**src/rtl/gpio_reg_ctrl_pkg.sv**
```systemverilog
// Shared constants and types for the GPIO register controller: register/op codes,
// sequencer states and the latched command record.
package gpio_reg_ctrl_pkg;

  localparam logic [1:0] GPIO_REG_DDRA  = 2'b00;
  localparam logic [1:0] GPIO_REG_DDRB  = 2'b01;
  localparam logic [1:0] GPIO_REG_PORTA = 2'b10;
  localparam logic [1:0] GPIO_REG_PORTB = 2'b11;

  localparam logic [1:0] GPIO_OP_WRITE = 2'b00;
  localparam logic [1:0] GPIO_OP_SET   = 2'b01;
  localparam logic [1:0] GPIO_OP_CLR   = 2'b10;
  localparam logic [1:0] GPIO_OP_TGL   = 2'b11;

  typedef enum logic [1:0] {
    S_IDLE = 2'b00,
    S_EXEC = 2'b01,
    S_RESP = 2'b10
  } state_e;

  typedef struct packed {
    logic       who;
    logic       we;
    logic [1:0] op;
    logic [1:0] addr;
  } cmd_t;

endpackage

```
**src/rtl/gpio_reg_ctrl_if.sv**
```systemverilog
// One requester's register-access channel (request handshake plus done pulse).
interface gpio_reg_ctrl_if #(parameter int DATA_WIDTH = 8);
  logic                  valid;
  logic                  ready;
  logic                  we;
  logic [1:0]            op;
  logic [1:0]            addr;
  logic [DATA_WIDTH-1:0] wdata;
  logic                  done;

  modport master (output valid, we, op, addr, wdata, input ready, done);
  modport slave  (input valid, we, op, addr, wdata, output ready, done);
endinterface

```
**src/rtl/gpio_reg_ctrl_rr_arbiter2.sv**
```systemverilog
// Two-way round-robin arbiter: a lone requester wins, on a tie the one not granted last wins.
module rr_arbiter2 (
  input  logic [1:0] valid,
  input  logic       last_grant,
  input  logic       enable,
  output logic [1:0] grant
);
  always_comb begin
    grant = 2'b00;
    if (enable) begin
      if (valid == 2'b11) grant = last_grant ? 2'b01 : 2'b10;
      else                grant = valid;
    end
  end
endmodule

```
**src/rtl/gpio_reg_ctrl.sv**
```systemverilog
// GPIO configuration register file shared by two requesters via a 3-state sequencer.
// Define GPIO_ATOMIC_OPS_EN to decode SET/CLR/TGL; otherwise every write is a plain WRITE.
module gpio_reg_ctrl
  import gpio_reg_ctrl_pkg::*;
#(
  parameter int                    DATA_WIDTH = 8,
  parameter logic [DATA_WIDTH-1:0] DDR_RST    = '0,
  parameter logic [DATA_WIDTH-1:0] PORT_RST   = '0
) (
  input  logic                  clk,
  input  logic                  reset,
  gpio_reg_ctrl_if.slave        req0,
  gpio_reg_ctrl_if.slave        req1,
  output logic [DATA_WIDTH-1:0] rdata,
  output logic                  busy,
  output logic [DATA_WIDTH-1:0] mem_ddra,
  output logic [DATA_WIDTH-1:0] mem_ddrb,
  output logic [DATA_WIDTH-1:0] mem_porta,
  output logic [DATA_WIDTH-1:0] mem_portb
);

  state_e                     state_q, state_d;
  logic                       last_grant_q;
  cmd_t                       cmd_q;
  logic [DATA_WIDTH-1:0]      wdata_q;
  logic [DATA_WIDTH-1:0]      rdata_q;
  logic [3:0][DATA_WIDTH-1:0] regs_q;
  logic [1:0]                 grant;
  logic [DATA_WIDTH-1:0]      wb_val;

  rr_arbiter2 u_arb (
    .valid      ({req1.valid, req0.valid}),
    .last_grant (last_grant_q),
    .enable     (state_q == S_IDLE),
    .grant      (grant)
  );

  assign req0.ready = grant[0];
  assign req1.ready = grant[1];
  assign req0.done  = (state_q == S_RESP) && !cmd_q.who;
  assign req1.done  = (state_q == S_RESP) &&  cmd_q.who;
  assign busy       = (state_q != S_IDLE);
  assign rdata      = rdata_q;

  assign mem_ddra  = regs_q[GPIO_REG_DDRA];
  assign mem_ddrb  = regs_q[GPIO_REG_DDRB];
  assign mem_porta = regs_q[GPIO_REG_PORTA];
  assign mem_portb = regs_q[GPIO_REG_PORTB];

  always_comb begin
    state_d = state_q;
    case (state_q)
      S_IDLE:  if (|grant) state_d = S_EXEC;
      S_EXEC:  state_d = S_RESP;
      S_RESP:  state_d = S_IDLE;
      default: state_d = S_IDLE;
    endcase
  end

  always_ff @(posedge clk or negedge reset) begin
    if (!reset) begin
      state_q      <= S_IDLE;
      last_grant_q <= 1'b1;
    end else begin
      state_q <= state_d;
      if (state_q == S_RESP) last_grant_q <= cmd_q.who;
    end
  end

  // Command latch: the winner's fields are captured on the accept edge.
  always_ff @(posedge clk or negedge reset) begin
    if (!reset) begin
      cmd_q   <= '0;
      wdata_q <= '0;
    end else if (state_q == S_IDLE && |grant) begin
      if (grant[1]) begin
        cmd_q   <= '{who: 1'b1, we: req1.we, op: req1.op, addr: req1.addr};
        wdata_q <= req1.wdata;
      end else begin
        cmd_q   <= '{who: 1'b0, we: req0.we, op: req0.op, addr: req0.addr};
        wdata_q <= req0.wdata;
      end
    end
  end

`ifdef GPIO_ATOMIC_OPS_EN
  logic [DATA_WIDTH-1:0] cur_val;
  always_comb begin
    cur_val = regs_q[cmd_q.addr];
    wb_val  = wdata_q;
    case (cmd_q.op)
      GPIO_OP_WRITE: wb_val = wdata_q;
      GPIO_OP_SET:   wb_val = cur_val | wdata_q;
      GPIO_OP_CLR:   wb_val = cur_val & ~wdata_q;
      GPIO_OP_TGL:   wb_val = cur_val ^ wdata_q;
      default:       wb_val = wdata_q;
    endcase
  end
`else
  logic unused_op;
  assign unused_op = ^cmd_q.op;
  assign wb_val    = wdata_q;
`endif

  // rdata captures the pre-op value; only the addressed register is written back.
  always_ff @(posedge clk or negedge reset) begin
    if (!reset) begin
      rdata_q   <= '0;
      regs_q[0] <= DDR_RST;
      regs_q[1] <= DDR_RST;
      regs_q[2] <= PORT_RST;
      regs_q[3] <= PORT_RST;
    end else if (state_q == S_EXEC) begin
      rdata_q <= regs_q[cmd_q.addr];
      if (cmd_q.we) regs_q[cmd_q.addr] <= wb_val;
    end
  end

endmodule
```
**src/flat_wrapper.sv**
```systemverilog
// flat-port wrapper written by rule: the top's interface ports become plain ports
module gpio_reg_ctrl_flat import gpio_reg_ctrl_pkg::*;
#(
  parameter int                    DATA_WIDTH = 8,
  parameter logic [DATA_WIDTH-1:0] DDR_RST    = '0,
  parameter logic [DATA_WIDTH-1:0] PORT_RST   = '0
)
  (clk, reset, rdata, busy, mem_ddra, mem_ddrb, mem_porta, mem_portb, req0_valid, req0_we, req0_op, req0_addr, req0_wdata, req0_ready, req0_done, req1_valid, req1_we, req1_op, req1_addr, req1_wdata, req1_ready, req1_done);
  gpio_reg_ctrl_if #(.DATA_WIDTH(DATA_WIDTH)) req0_i ();
  gpio_reg_ctrl_if #(.DATA_WIDTH(DATA_WIDTH)) req1_i ();
  input  logic clk;
  input  logic reset;
  output logic [DATA_WIDTH-1:0] rdata;
  output logic busy;
  output logic [DATA_WIDTH-1:0] mem_ddra;
  output logic [DATA_WIDTH-1:0] mem_ddrb;
  output logic [DATA_WIDTH-1:0] mem_porta;
  output logic [DATA_WIDTH-1:0] mem_portb;
  input wire logic [$bits(req0_i.valid)-1:0] req0_valid;
  input wire logic [$bits(req0_i.we)-1:0] req0_we;
  input wire logic [$bits(req0_i.op)-1:0] req0_op;
  input wire logic [$bits(req0_i.addr)-1:0] req0_addr;
  input wire logic [$bits(req0_i.wdata)-1:0] req0_wdata;
  output wire logic [$bits(req0_i.ready)-1:0] req0_ready;
  output wire logic [$bits(req0_i.done)-1:0] req0_done;
  input wire logic [$bits(req1_i.valid)-1:0] req1_valid;
  input wire logic [$bits(req1_i.we)-1:0] req1_we;
  input wire logic [$bits(req1_i.op)-1:0] req1_op;
  input wire logic [$bits(req1_i.addr)-1:0] req1_addr;
  input wire logic [$bits(req1_i.wdata)-1:0] req1_wdata;
  output wire logic [$bits(req1_i.ready)-1:0] req1_ready;
  output wire logic [$bits(req1_i.done)-1:0] req1_done;
  assign req0_i.valid = req0_valid;
  assign req0_i.we = req0_we;
  assign req0_i.op = req0_op;
  assign req0_i.addr = req0_addr;
  assign req0_i.wdata = req0_wdata;
  assign req0_ready = req0_i.ready;
  assign req0_done = req0_i.done;
  assign req1_i.valid = req1_valid;
  assign req1_i.we = req1_we;
  assign req1_i.op = req1_op;
  assign req1_i.addr = req1_addr;
  assign req1_i.wdata = req1_wdata;
  assign req1_ready = req1_i.ready;
  assign req1_done = req1_i.done;
  gpio_reg_ctrl #(.DATA_WIDTH(DATA_WIDTH), .DDR_RST(DDR_RST), .PORT_RST(PORT_RST)) u_core (.clk(clk), .reset(reset), .req0(req0_i), .req1(req1_i), .rdata(rdata), .busy(busy), .mem_ddra(mem_ddra), .mem_ddrb(mem_ddrb), .mem_porta(mem_porta), .mem_portb(mem_portb));
endmodule
```
**config.mk**
```make
export PLATFORM = sky130hd
export DESIGN_NAME = gpio_reg_ctrl_flat
export DESIGN_NICKNAME = d
export VERILOG_FILES = /design/src/rtl/gpio_reg_ctrl_pkg.sv /design/src/rtl/gpio_reg_ctrl_if.sv /design/src/rtl/gpio_reg_ctrl_rr_arbiter2.sv /design/src/rtl/gpio_reg_ctrl.sv /design/src/flat_wrapper.sv
export SDC_FILE = /design/constraint.sdc
export NUM_CORES = 1
export LEC_CHECK = 0
export BUFFER_PORTS_ARGS = -buffer_cell sky130_fd_sc_hd__buf_2
export CAP_MARGIN = 10
export CORE_UTILIZATION = 46
export CTS_CLUSTER_DIAMETER = 100
export DETAILED_ROUTE_END_ITERATION = 16
export PLACE_DENSITY = 0.77
export SKIP_LAST_GASP = 1
export SLEW_MARGIN = 20
export SYNTH_ARGS = -nofsm -noshare
export SYNTH_HDL_FRONTEND = slang
export SYNTH_HIERARCHICAL = 1
export SYNTH_SLANG_ARGS = --single-unit
```
**constraint.sdc**
```tcl
create_clock -name clk -period 2.3 [get_ports clk]
set_clock_uncertainty 0.15 [all_clocks]
set_input_delay 0.46 -clock clk [delete_from_list [all_inputs] [get_ports clk]]
set_output_delay 0.46 -clock clk [all_outputs]
set_load 0.05 [all_outputs]
```
# After elaboration in Yosys (flattened, before gate mapping)
# Index checks and enable logic that the tools add are counted.
dict set report op_classes {
  reduce_logical 9
  n_mux 12
  n_eq_ne 4
  magnitude_cmp 2
}
# op n
set op_table {}
lappend op_table {{bitwise mux 32 bit} 1}
lappend op_table {{two-way mux 8 bit} 3}
lappend op_table {{binary-select mux 8 bit (select 2 bit)} 1}
lappend op_table {{demux 8 bit (select 2 bit)} 1}
lappend op_table {{two-way mux 2 bit} 4}
lappend op_table {{two-way mux 6 bit} 1}
lappend op_table {{== test 2 bit, second input constant} 2}
lappend op_table {{logical AND 1 bit} 4}
lappend op_table {{one-hot mux 2 bit (2 select lines)} 1}
lappend op_table {{< comparator 2 x 3 -> 1 bit, second input constant} 1}
lappend op_table {{== test 2 x 1 -> 1 bit, second input constant} 1}
lappend op_table {{greater-or-equal comparator 2 x 1 -> 1 bit, second input constant} 1}
lappend op_table {{logical NOT 2 bit} 1}
lappend op_table {{inequality test 2 x 1 -> 1 bit, second input constant} 1}
lappend op_table {{AND reduction 2 bit} 1}
lappend op_table {{nonzero test 2 bit} 1}
lappend op_table {{OR reduction 2 bit} 1}
lappend op_table {{logical NOT 1 bit} 1}
dict set report word_totals {
  reg_bits 55
  input_bits 30
  out_inout_bits 45
  elab_cells 38
}

# Depth between registers and ports, before layout
# Gate-level depths: netlist of the first run.
dict set report depth {
  ltp_word 6
  ltp_mapped 6
  depth_no_buf 5
}

# Modules after synthesis
# The synthesis of the first run kept the hierarchy.
# module n_inst cells_each area_per_inst_um2 seq_area_each_um2
set by_module_without_submodules {}
lappend by_module_without_submodules {gpio_reg_ctrl 1 167 2431.1 1377.6}
lappend by_module_without_submodules {rr_arbiter2 1 5 21.3 0.0}

# Least setup slack after synthesis of the first run
# OpenSTA, ideal clock, no wires.
dict set report synth_path {
  path_kind {register -> register}
  start {reg u_core.state_q[1]}
  end {reg u_core/cmd_q[0] (netlist name)}
  stages_incl_launch_ff 7
  required_time_ns 2.025
  setup_time_ns 0.125
  path_slack_ns -0.610
  n_path_buf 1
  synth_period_minus_slack_ns 2.910
  arrival_ns 2.635
  path_cell_list {dfrtp_1 nor2_1 nand2_1 a21oi_1 clkbuf_1 mux2_2 mux2_2}
}
dict set report synth_via {
  elab_chain_len 4
  elab_cells_between_ends 5
  classes_between {mux (2); reduce/logical (3)}
}
# item line_no
set synth_lines {}
lappend synth_lines {{start, declared} gpio_reg_ctrl.sv:22} ;# state_e state_q, state_d;
lappend synth_lines {{start signal, assigned} gpio_reg_ctrl.sv:65} ;# state_q <= state_d;
lappend synth_lines {{logical NOT 2 bit *} gpio_reg_ctrl.sv:34} ;# .enable (state_q == S_IDLE),
lappend synth_lines {{two-way mux 2 bit *} gpio_reg_ctrl_rr_arbiter2.sv:10} ;# if (enable) begin
lappend synth_lines {{named net req1_ready} flat_wrapper.sv:31} ;# output wire logic [$bits(req1_i.ready)-1:0] req1_ready;
lappend synth_lines {{OR reduction 2 bit} gpio_reg_ctrl.sv:75} ;# end else if (state_q == S_IDLE && |grant) begin
lappend synth_lines {{logical AND 1 bit} gpio_reg_ctrl.sv:75}
lappend synth_lines {{end signal, assigned} gpio_reg_ctrl.sv:77} ;# cmd_q <= '{who: 1'b1, we: req1.we, op: req1.op, addr: req1.addr};
lappend synth_lines {{end signal, assigned} gpio_reg_ctrl.sv:80} ;# cmd_q <= '{who: 1'b0, we: req0.we, op: req0.op, addr: req0.addr};
lappend synth_lines {{end, declared} gpio_reg_ctrl.sv:24} ;# cmd_t cmd_q;
# The timed path passes the listed nets; every way through them passes the cells marked *.
# A chain may end at the register's enable or synchronous reset.

# Final worst setup path of the first run
dict set report layout_path {
  start {reg u_core.state_q[0]}
  end {out req0_ready}
}
dict set report layout_via {
  elab_chain_len 2
}
# item line_no
set layout_lines {}
lappend layout_lines {{logical NOT 2 bit} gpio_reg_ctrl.sv:34}
lappend layout_lines {{two-way mux 2 bit} gpio_reg_ctrl_rr_arbiter2.sv:10}
lappend layout_lines {{end, declared} flat_wrapper.sv:24} ;# output wire logic [$bits(req0_i.ready)-1:0] req0_ready;
# Every way passes these cells.

==> results of run 1 <==
## path summary, 6_finish.rpt
path	start	endpoint	slack (ps)	cells past startpoint
setup / recovery	u_core/state_q[0]	req0_ready	190	5
setup reg to reg	u_core/state_q[1]	u_core/mem_portb[6]	300	5
max in group asynchronous	reset	u_core/last_grant_q	880	3
hold / removal	u_core/rdata[6]	u_core/rdata[6]	350	2
hold reg to reg	u_core/rdata[6]	u_core/rdata[6]	350	2
min in group asynchronous	reset	u_core/wb_val[2]	510	2
## registers in the layout, summed over array words and instances, names as in the netlist
| register | flops |
|---|---|
| u_core/cmd_q | 4 |
| u_core/last_grant_q | 1 |
| u_core/mem_ddra | 8 |
| u_core/mem_ddrb | 8 |
| u_core/mem_porta | 8 |
| u_core/mem_portb | 8 |
| u_core/rdata | 8 |
| u_core/state_q | 2 |
| u_core/wb_val | 8 |
## cell usage after synthesis
library cell / instances / area share (%)
sky130_fd_sc_hd__o221ai_1: 8 / 2.9
sky130_fd_sc_hd__a22o_1: 1 / 0.36
sky130_fd_sc_hd__nand4_2: 1 / 0.51
sky130_fd_sc_hd__mux2i_1: 16 / 6.5
sky130_fd_sc_hd__a21oi_1: 2 / 0.41
sky130_fd_sc_hd__or2b_1: 1 / 0.31
sky130_fd_sc_hd__clkbuf_1: 2 / 0.31
sky130_fd_sc_hd__dfstp_2: 1 / 1.1
sky130_fd_sc_hd__a21o_1: 1 / 0.31
sky130_fd_sc_hd__nor3_4: 1 / 0.66
sky130_fd_sc_hd__buf_6: 1 / 0.46
sky130_fd_sc_hd__dfrtp_1: 54 / 55
sky130_fd_sc_hd__inv_1: 4 / 0.61
sky130_fd_sc_hd__nand2_1: 13 / 2.0
sky130_fd_sc_hd__nor4b_4: 1 / 0.97
sky130_fd_sc_hd__nand2b_1: 2 / 0.51
sky130_fd_sc_hd__nor2_1: 3 / 0.46
sky130_fd_sc_hd__buf_1: 1 / 0.15
sky130_fd_sc_hd__o21a_1: 1 / 0.31
sky130_fd_sc_hd__buf_2: 2 / 0.41
sky130_fd_sc_hd__mux2_2: 54 / 25
sky130_fd_sc_hd__buf_4: 1 / 0.31
sky130_fd_sc_hd__nand4b_2: 1 / 0.61
## repair_timing
item / in CTS / in global routing
gates resized for setup: 0 / 1
setup endpoints to repair: 0 / 1
setup buffers: 0 / 3
endpoints found under the hold margin: 21 / 0
hold buffers: 1 / 0
## metal layers
metal	vias to the layer above	share of wire [%]	global-route usage [%]
met2	39	53	35.74
met1	868	43	26.29
met5	-	0	0
met3	6	3.4	4.819
li1	791	-	-
met4	0	0.77	5.241
## cell type report
class | instances | area [sq um] | share of cell area [%]
Clock buffer | 6 | 82.58 | 2.655
Sequential cell | 55 | 1378 | 44.29
Inverter | 4 | 15.01 | 0.4827
Multi-Input combinational cell | 106 | 1035 | 33.27
Tap cell | 70 | 87.58 | 2.816
Clock inverter | 2 | 35.03 | 1.126
Timing Repair Buffer | 83 | 478.0 | 15.37
## stage by stage
stage	instances	hold WS, ps	util, %	setup slack (ps)
floorplan	172	14.41	-	18.83
global placement	314	303.7	57.91	307.3
detailed placement	314	312.5	57.91	262.9
CTS	323	345.9	60.41	41.94
global route	326	355.8	60.90	76.84
finish	326	347.4	60.90	189.7
## worst reg2reg max path, stage by stage, from the launching register on
cell                       delay, ps
sky130_fd_sc_hd__dfrtp_1         390
sky130_fd_sc_hd__nand2b_1        190
sky130_fd_sc_hd__buf_4           210
sky130_fd_sc_hd__inv_1           160
sky130_fd_sc_hd__nand4_2         380
sky130_fd_sc_hd__mux2_2          410
## cell families (layout without fill, tap and decap cells)
| family | Yosys count | count (layout) | synth area share (%) |
|---|---|---|---|
| multiplexers | 70 | 70 | 31.33 |
| flip-flops | 55 | 55 | 56.17 |
| AND/OR/NAND/NOR | 23 | 23 | 6.020 |
| AO/OA/AOI/OAI | 13 | 13 | 4.235 |
| buffers and inverters | 11 | 95 | 2.245 |
==> run summary, run 1 <==
The I/O pin count came out at 75. The highest clock rate came out at approximately 470 MHz. From synthesis to final layout, the design area changed by 26.84%. The hold violation count in the final report is 0. The transition time at the pin with the least slew margin came out at 517.3 ps.

The number of different library cells in the post-synthesis netlist is 23. The number of max-capacitance violations reported came out at 0. The later pin in the worst-skew pair is clocked with a latency of ~300 ps. The half-perimeter wire length after detailed placement is 3827 um. Among all stages on the critical path, the largest delay is contributed by sky130_fd_sc_hd__dfrtp_1. STA classifies the critical path endpoint as an output port. The share of the yosys chip area belonging to registers is 56.17%. In this run, the number of DRC markers left after iteration 0 of detailed routing was between 70 and 80. The initial antenna violation count is 0. After synthesis, the mean cell area works out to between 10 and 15 sq um.

In this design, the largest share of critical-path delay is due to buffers and inverters. The number of port buffers is 70. The run finished with clean final reports. The critical-path maximum fanout is 5. The post-route DRC violation count came out at 0.

The die area is about 5600 sq um. The total number of yosys warnings is 6. The clock period minus final worst setup slack came out at 2110 ps.

The detailed router placed around 1700 vias in this run. In this run the clock root is driven by a sky130_fd_sc_hd__clkbuf_8. The tree built by TritonCTS fans out to between 50 and 60 sinks. The initial core utilization came out at 48.02%. The clock tree synthesis step divided the H-tree into 2 levels. After synthesis the netlist holds a flip-flop and latch count of between 50 and 60. Leaving out fill and tap cells, the most frequent cell in the layout is sky130_fd_sc_hd__buf_2. Traced cell by cell, the critical path runs through nor2_1 -> buf_4 -> nand2_1 -> a21oi_2 -> buf_2. The final setup violation count came out at 0.

The top cell types in the final layout, fill and taps aside, are sky130_fd_sc_hd__buf_2, sky130_fd_sc_hd__mux2_2, sky130_fd_sc_hd__dfrtp_1, sky130_fd_sc_hd__mux2i_1, sky130_fd_sc_hd__nand2_1. The number of rows created at floorplan came out at 26. The class of the tightest hold or removal check is flip-flop to flip-flop. The total congestion overflow after global routing came out at 0. The number of nets in the layout is roughly 290. The max-slew violation count came out at 0. The clock-pin slew on the worst setup and hold paths is roughly 90 ps. The routed wire length came out at 5326 um.

The global router's overall resource usage is roughly a fifth. The floorplan core area is 5107 sq um. The finished layout cell area is around 3100 sq um. The count of nets left with antenna violations once routing finished came out at 0. Summing all placed instances gives a cell area of 2958 sq um.

The critical path is of the flip-flop to output port type. The data arrival time of the critical path came out at roughly 1500 ps. TritonCTS created 5 clock buffers. The mean number of vias per cell came out at between 5 and 6. Routability-driven placement finished with a final weighted congestion of 0.7121. The first global-routing pass estimated 8335 um of wire. The number of global-route vias before repair is 1700. The deepest clock path buffer count came out at 2.

The kind of launch point of the worst setup path is a flip-flop. The number of buffers and inverters on the critical path is 2. The first-pass detailed-route iteration total came out at 4. The final routed wire length divided by cell count is roughly 16 um. The largest stage delay on the critical path is ~400 ps. The final cycle utilization of the critical path came out at 91.75%.

0 antenna diodes ended up in the layout. The data required time of the critical path is about 1700 ps. The cell area that synthesis handed to floorplanning was about 2500 sq um. The layout cell share with drive strength beyond 1 came out at around three fifths. The number of nets in the synthesized netlist is a little over 200.

The count of mapped cells out of synthesis is between 150 and 200. The accumulated negative setup slack is 0 ps. Measured against its own limit, the worst slew margin works out to 65.51%. The filler cell count in the final layout is around 440. The die is between 70 and 80 um tall. The die boundary width is between 70 and 80 um. The maximum number of pins on one net before global-route repair is 35. Setup repair after global routing left no endpoint under its margin. The CTS tree is yes.
Power of run 1 is left out: the tool's default activity adds up to more than one toggle a clock period on the data nets, which glitch-free logic cannot reach.
==> run 2, diff against run 1 <==
--- a/config.mk
+++ b/config.mk
@@ -7,6 +7,7 @@
 export LEC_CHECK = 0
 export BUFFER_PORTS_ARGS = -buffer_cell sky130_fd_sc_hd__buf_2
 export CAP_MARGIN = 10
+export CORE_ASPECT_RATIO = 0.7
 export CORE_UTILIZATION = 46
 export CTS_CLUSTER_DIAMETER = 100
 export DETAILED_ROUTE_END_ITERATION = 16
==> run summary, run 2 (synthesis gave the netlist of run 1 again) <==
The layout cell share with drive strength beyond 1 came out at 57.94% (-1.0 points). The via count is 1683 (-1.2%). The number of nets with antenna violations after routing is 0 (unchanged).

The clock-pin slew on the worst setup and hold paths came to 90 ps (about the same). The I/O pin count is 75 (unchanged). The floorplan core area is 4940 sq um (-3.3%).

The largest stage delay on the critical path came out at 390 ps (about the same). In the layout the commonest cells are sky130_fd_sc_hd__buf_2, sky130_fd_sc_hd__mux2_2, sky130_fd_sc_hd__dfrtp_1, sky130_fd_sc_hd__mux2i_1, sky130_fd_sc_hd__nand2_1. The die area is 5632 sq um (about the same). The minimum setup slack in the final design came out at 186.1 ps (-3.572 ps). The sink count of the clock tree is 55 (unchanged). The clock period minus final worst setup slack came out at 2114 ps (+3.572 ps).

The CTS tree is yes. The number of buffers created by CTS came out at 5 (unchanged). The number of max-capacitance violations reported came out at 0 (unchanged). STA classifies the critical path endpoint as an output port. The instance area at placement came to 2937 sq um (-0.72%).

The total inserted antenna cells was 0 (unchanged). The global router's overall resource usage came out at 19.78% (-0.90 points). The data arrival time of the critical path is 1500 ps (about the same). The signal on the critical path passes through nor2_1 -> buf_4 -> nand2_1 -> a21oi_2 -> buf_2. The post-synthesis to final-layout area growth came out at 24.23%. The critical-path maximum fanout came out at 5 (unchanged). The final setup violation count came to 0 (unchanged). The insertion delay of the later-clocked pin in the worst-skew pair came out at 310 ps (about the same). The die boundary height came out at 63.09 um (-16%). The weighted congestion at the end of routability-driven global placement is 0.7396 (+3.9%). The number of buffers and inverters on the critical path came to 2 (unchanged).

The tree is rooted in a sky130_fd_sc_hd__clkbuf_8. The number of design-rule violations left by the first detailed-router iteration came out at 99 (+25%). The deepest clock path buffer count is 2 (unchanged).

The maximum number of pins on one net before global-route repair came out at 56 (+60%). The highest clock rate is 473.1 MHz (-0.17%). The data required time of the critical path came out at 1690 ps (about the same).

The max-slew violation count was 0 (unchanged). The number of rows created at floorplan came to 21 (-19%). The worst slack at placement came out at 308.6 ps (+45.73 ps). Setup repair after global routing left no endpoint under its margin. The number of nets in the layout is 281 (-1.4%). The most common cell after layout, fill and taps aside is sky130_fd_sc_hd__buf_2.

The final cycle utilization of the critical path is 91.91% (+0.16 points). The number of global-route vias before repair is 1529 (-10%). The half-perimeter wire length after detailed placement is 3612 um (-5.6%). The first-pass detailed-route iteration total came out at 4 (unchanged). The path class of the tightest hold or removal check is input pin to flip-flop.

The die boundary width is 89.27 um (+19%). The final routed wire length divided by cell count came out at 15.71 um (-3.8%). The number of port buffers is 70 (unchanged). The accumulated negative setup slack came out at 0 ps (unchanged). The initial core utilization came out at 49.65% (+1.6 points). The hold violation count in the final report came out at 0 (unchanged). The tightest slew margin relative to the limit came to 65.82% (+0.30 points). The wire length of the first global-routing pass is 7997 um (-4.1%). The cell family contributing the most delay on the critical path is buffers and inverters. The slowest library cell on the worst path is sky130_fd_sc_hd__dfrtp_1. The worst-case hold slack came to 351.3 ps (+3.912 ps). The worst setup path is of the flip-flop to output port kind. The number of setup buffers added after CTS came out at 0 (unchanged). The initial antenna violation count came out at 0 (unchanged). The run finished with clean final reports. The post-route DRC violation count came out at 0 (unchanged).

The total congestion overflow after global routing was 0 (unchanged). The kind of launch point of the worst setup path is a flip-flop. The finished layout cell area was 3047 sq um (-2.1%). The transition time at the pin with the least slew margin is 511.1 ps (-6.218 ps).

The mean number of vias per cell is 5.243 (+0.31%). The routed wire length came out at 5044 um (-5.3%). The level count of the clock H-tree came out at 2 (unchanged).
run 2: cell count changes in the layout (fill, tap and decap cells not counted):
cell,before,now
sky130_fd_sc_hd__clkbuf_1,0,1
sky130_fd_sc_hd__clkbuf_4,1,0
sky130_fd_sc_hd__buf_2,69,70
sky130_fd_sc_hd__buf_4,10,7
sky130_fd_sc_hd__clkbuf_8,6,7
sky130_fd_sc_hd__clkinv_2,1,0
sky130_fd_sc_hd__bufinv_16,1,0
sky130_fd_sc_hd__buf_12,2,1
run 2: metrics by stage:
step / instances / utilization [%]
floorplan: 172 / -
global placement: 312 / 59.45
detailed placement: 312 / 59.45
CTS: 321 / 61.68
global route: 321 / 61.68
finish: 321 / 61.68
run 2: path summary, 6_finish.rpt:
| path | slack [ps] | depth (start not counted) | from | to |
|---|---|---|---|---|
| setup / recovery | 190 | 5 | u_core/state_q[1] | req0_ready |
| hold / removal | 350 | 4 | req1_valid | u_core/cmd_q[5] |
| setup reg to reg | 300 | 4 | u_core/state_q[1] | u_core/mem_porta[5] |
| hold reg to reg | 350 | 2 | u_core/rdata[3] | u_core/rdata[3] |
| max in group asynchronous | 1210 | 3 | reset | u_core/last_grant_q |
| min in group asynchronous | 520 | 3 | reset | u_core/cmd_q[5] |
run 2: what timing repair did:
item | 4_1_cts | 5_1_grt
hold buffers | 1 | 0
resized for setup | 0 | 0
endpoints found under the hold margin | 54 | 0
run 2: layout make-up:
type | instances | area (sq um)
flip-flops and latches | 55 | 1378
well taps | 69 | 86.33
multi-input cells | 106 | 1035
clock buffers | 8 | 100.1
fillers | 428 | 1893
repair buffers | 79 | 432.9
inverters | 4 | 15.01
run 2: per-layer routing:
layer | global-route usage [%] | vias to the layer above | share of wire, %
met2 | 28.82 | 46 | 45
li1 | - | 789 | -
met1 | 29.11 | 841 | 49
met3 | 5.374 | 7 | 5.2
met5 | 0 | - | 0
met4 | 5.357 | 0 | 1.1
run 2: worst register-to-register path, stage by stage (launching register included):
cell	delay (ps)
sky130_fd_sc_hd__dfrtp_1	390
sky130_fd_sc_hd__nand2b_1	340
sky130_fd_sc_hd__inv_1	250
sky130_fd_sc_hd__nand4b_2	370
sky130_fd_sc_hd__mux2_2	400
Power of run 2 is left out for the same reason.
==> run 3, diff against run 2 <==
--- a/config.mk
+++ b/config.mk
@@ -11,7 +11,7 @@
 export CORE_UTILIZATION = 46
 export CTS_CLUSTER_DIAMETER = 100
 export DETAILED_ROUTE_END_ITERATION = 16
-export PLACE_DENSITY = 0.77
+export PLACE_DENSITY = 0.76
 export SKIP_LAST_GASP = 1
 export SLEW_MARGIN = 20
 export SYNTH_ARGS = -nofsm -noshare
==> run summary, run 3 (synthesis gave the netlist of run 1 again) <==
The worst hold path belongs to the class flip-flop to flip-flop. The flow ran to the end, and the final reports show no timing, DRC or antenna violations. The transition time at the pin with the least slew margin came out at 547.8 ps (+36.68 ps). In this run the most critical hold path is launched from u_core/rdata[7].

The number of buffers and inverters on the critical path came out at 2 (unchanged). The global router's overall resource usage was 20.80% (+1.0 points). The number of buffers created by CTS is 5 (unchanged).

Relative to the synthesized area, the layout overhead comes to 24.95%. The number of port buffers is 70 (unchanged). The I/O pin count is 75 (unchanged). The largest stage delay on the critical path is 390 ps (about the same).

The number of stages on the worst hold path came out at 2 (-2). The number of design-rule violations left by the first detailed-router iteration is 47 (-53%). The end-of-flow core utilization is 62.03% (+0.35 points). The number of rows created at floorplan is 21 (unchanged). The data arrival time of the critical path is 1480 ps (-20 ps). The met3 track demand over resource in global routing is 4.849% (-0.52 points). The mean number of vias per cell is 5.231 (-0.24%).

The depth of the worst register-to-register path came out at 4 (unchanged). The final cycle utilization of the critical path came to 90.89% (-1.0 points). The half-perimeter wire length after detailed placement came out at 3725 um (+3.1%). The data required time of the critical path came out at 1690 ps (about the same). The insertion delay of the later-clocked pin in the worst-skew pair came out at 310 ps (about the same). The via count came out at 1679 (-0.24%). The tightest slew margin relative to the limit came out at 63.36% (-2.5 points). The clock period minus final worst setup slack came out at 2090 ps (-23.43 ps).

The type of the worst setup path is flip-flop to output port. The setup slack of the most critical reg-to-reg path came out at 300 ps (about the same). The CTS tree is yes. The weighted congestion at the end of routability-driven global placement came out at 0.7704 (+4.2%). The met1 usage in global routing is 29.36% (+0.26 points). The number of nets with antenna violations after routing is 0 (unchanged). The wire length of the first global-routing pass is 8569 um (+7.2%). The worst hold path terminates at u_core/rdata[7].

The area occupied by registers is 1378 sq um (unchanged). The max-slew violation count came to 0 (unchanged). The level count of the clock H-tree came out at 2 (unchanged).

The multi-input gate area in the final layout came out at 1035 sq um (unchanged). The routed wire length is 5372 um (+6.5%). The deepest clock path buffer count is 2 (unchanged).

The worst reg2reg path endpoint is u_core/mem_porta[0]. The filler cell count in the final layout came out at 416 (-2.8%). The total of cells resized after clock tree synthesis is 0 (unchanged). The final cell count without fillers is 321 (unchanged). The startpoint identified for the worst register-to-register timing path is u_core/state_q[1]. The number of global-route vias before repair came out at 1734 (+13%). The initial core utilization was 49.65% (unchanged). CTS placed an instance of sky130_fd_sc_hd__clkbuf_8 at the clock tree root. The post-route DRC violation count came out at 0 (unchanged).

The number of setup buffers added after CTS is 0 (unchanged). The critical-path maximum fanout is 5 (unchanged). In this run the most used layer during global routing was met2.

The first-pass detailed-route iteration total came out at 4 (unchanged). The die boundary height came to 63.09 um (unchanged). Among cell families on the critical path, the largest total delay comes from buffers and inverters. The number of hold buffers added after CTS is 1 (unchanged). STA classifies the critical path startpoint as a flip-flop. The number of nets in the layout is 281 (unchanged). The highest clock rate was 478.4 MHz (+1.1%). The slowest library cell on the worst path is sky130_fd_sc_hd__dfrtp_1. In the layout the commonest cells are sky130_fd_sc_hd__buf_2, sky130_fd_sc_hd__mux2_2, sky130_fd_sc_hd__dfrtp_1, sky130_fd_sc_hd__mux2i_1, sky130_fd_sc_hd__nand2_1.

STA classifies the critical path endpoint as an output port. The clock-pin slew on the worst setup and hold paths is 100 ps (about the same). The total congestion overflow after global routing is 0 (unchanged). The die area is 5632 sq um (unchanged). The number of max-capacitance violations reported came out at 0 (unchanged). The floorplan core area came out at 4940 sq um (unchanged). The initial antenna violation count is 0 (unchanged). The signal on the critical path passes through nor2_1 -> buf_4 -> nand2_1 -> a21oi_2 -> buf_2. Leaving out fill and tap cells, the most frequent cell in the layout is sky130_fd_sc_hd__buf_2. The die boundary width came out at 89.27 um (unchanged). Setup repair after global routing left no endpoint under its margin. The maximum number of pins on one net before global-route repair is 56 (unchanged). The hold violation count in the final report is 0 (unchanged). The number of placed instances, taps included is 312 (unchanged).

The layout cell share with drive strength beyond 1 is 58.33% (+0.40 points). The final routed wire length divided by cell count was 16.74 um (+6.5%). The sink count of the clock tree is 55 (unchanged). The final setup violation count came to 0 (unchanged). The total inserted antenna cells came out at 0 (unchanged). The global routing met2 resource utilization came out at 31.87% (+3.1 points).

The accumulated negative setup slack came out at 0 ps (unchanged).
-- run 3: cell count changes in the layout (fill, tap and decap cells not counted), sizes merged --
| cell | delta |
|---|---|
| clkbuf | -2 |
| bufinv | +1 |
| clkinv | +1 |
-- run 3: per-layer routing --
metal  vias up  wire length, um
li1        788                -
met1       830             2567
met2        50             2464
met3        11              255
met4         0               84
met5         -                0
-- run 3: through the flow --
stage | area, sq um | hold WS (ps) | setup slack (ps)
after global placement | 2937 | 315.6 | 347.3
after floorplan | 2469 | 14.41 | 18.83
final | 3064 | 341.0 | 209.5
after CTS | 3064 | 346.0 | 185.8
after global routing | 3064 | 352.2 | 136.4
after detailed placement | 2937 | 322.9 | 299.8
-- run 3: worst max-delay path by stage --
stage                          end  cells past startpoint              start
3_3_place_gp      u_core/wb_val[2]                      6         req1_valid
6_report                req0_ready                      5  u_core/state_q[1]
2_1_floorplan      u_core/cmd_q[0]                      6  u_core/state_q[1]
4_1_cts                 req0_ready                      5  u_core/state_q[1]
5_1_grt                 req0_ready                      5  u_core/state_q[1]
3_5_place_dp   u_core/mem_porta[2]                      4  u_core/state_q[1]
-- run 3: worst register-to-register path: cells and delay by family (launching register included) --
| kind | cells | cell delay [ps] |
|---|---|---|
| simple gates | 2 | 700 |
| mux | 1 | 410 |
| flops | 1 | 390 |
| buf+inv | 1 | 250 |
-- run 3: layout make-up --
type / instances / area share, %
Sequential cell: 55 / 44.96
Multi-Input combinational cell: 106 / 33.77
Timing Repair Buffer: 79 / 14.13
Tap cell: 69 / 2.817
Clock buffer: 6 / 2.695
Clock inverter: 2 / 1.143
Inverter: 4 / 0.4900
Power of run 3 is left out for the same reason.
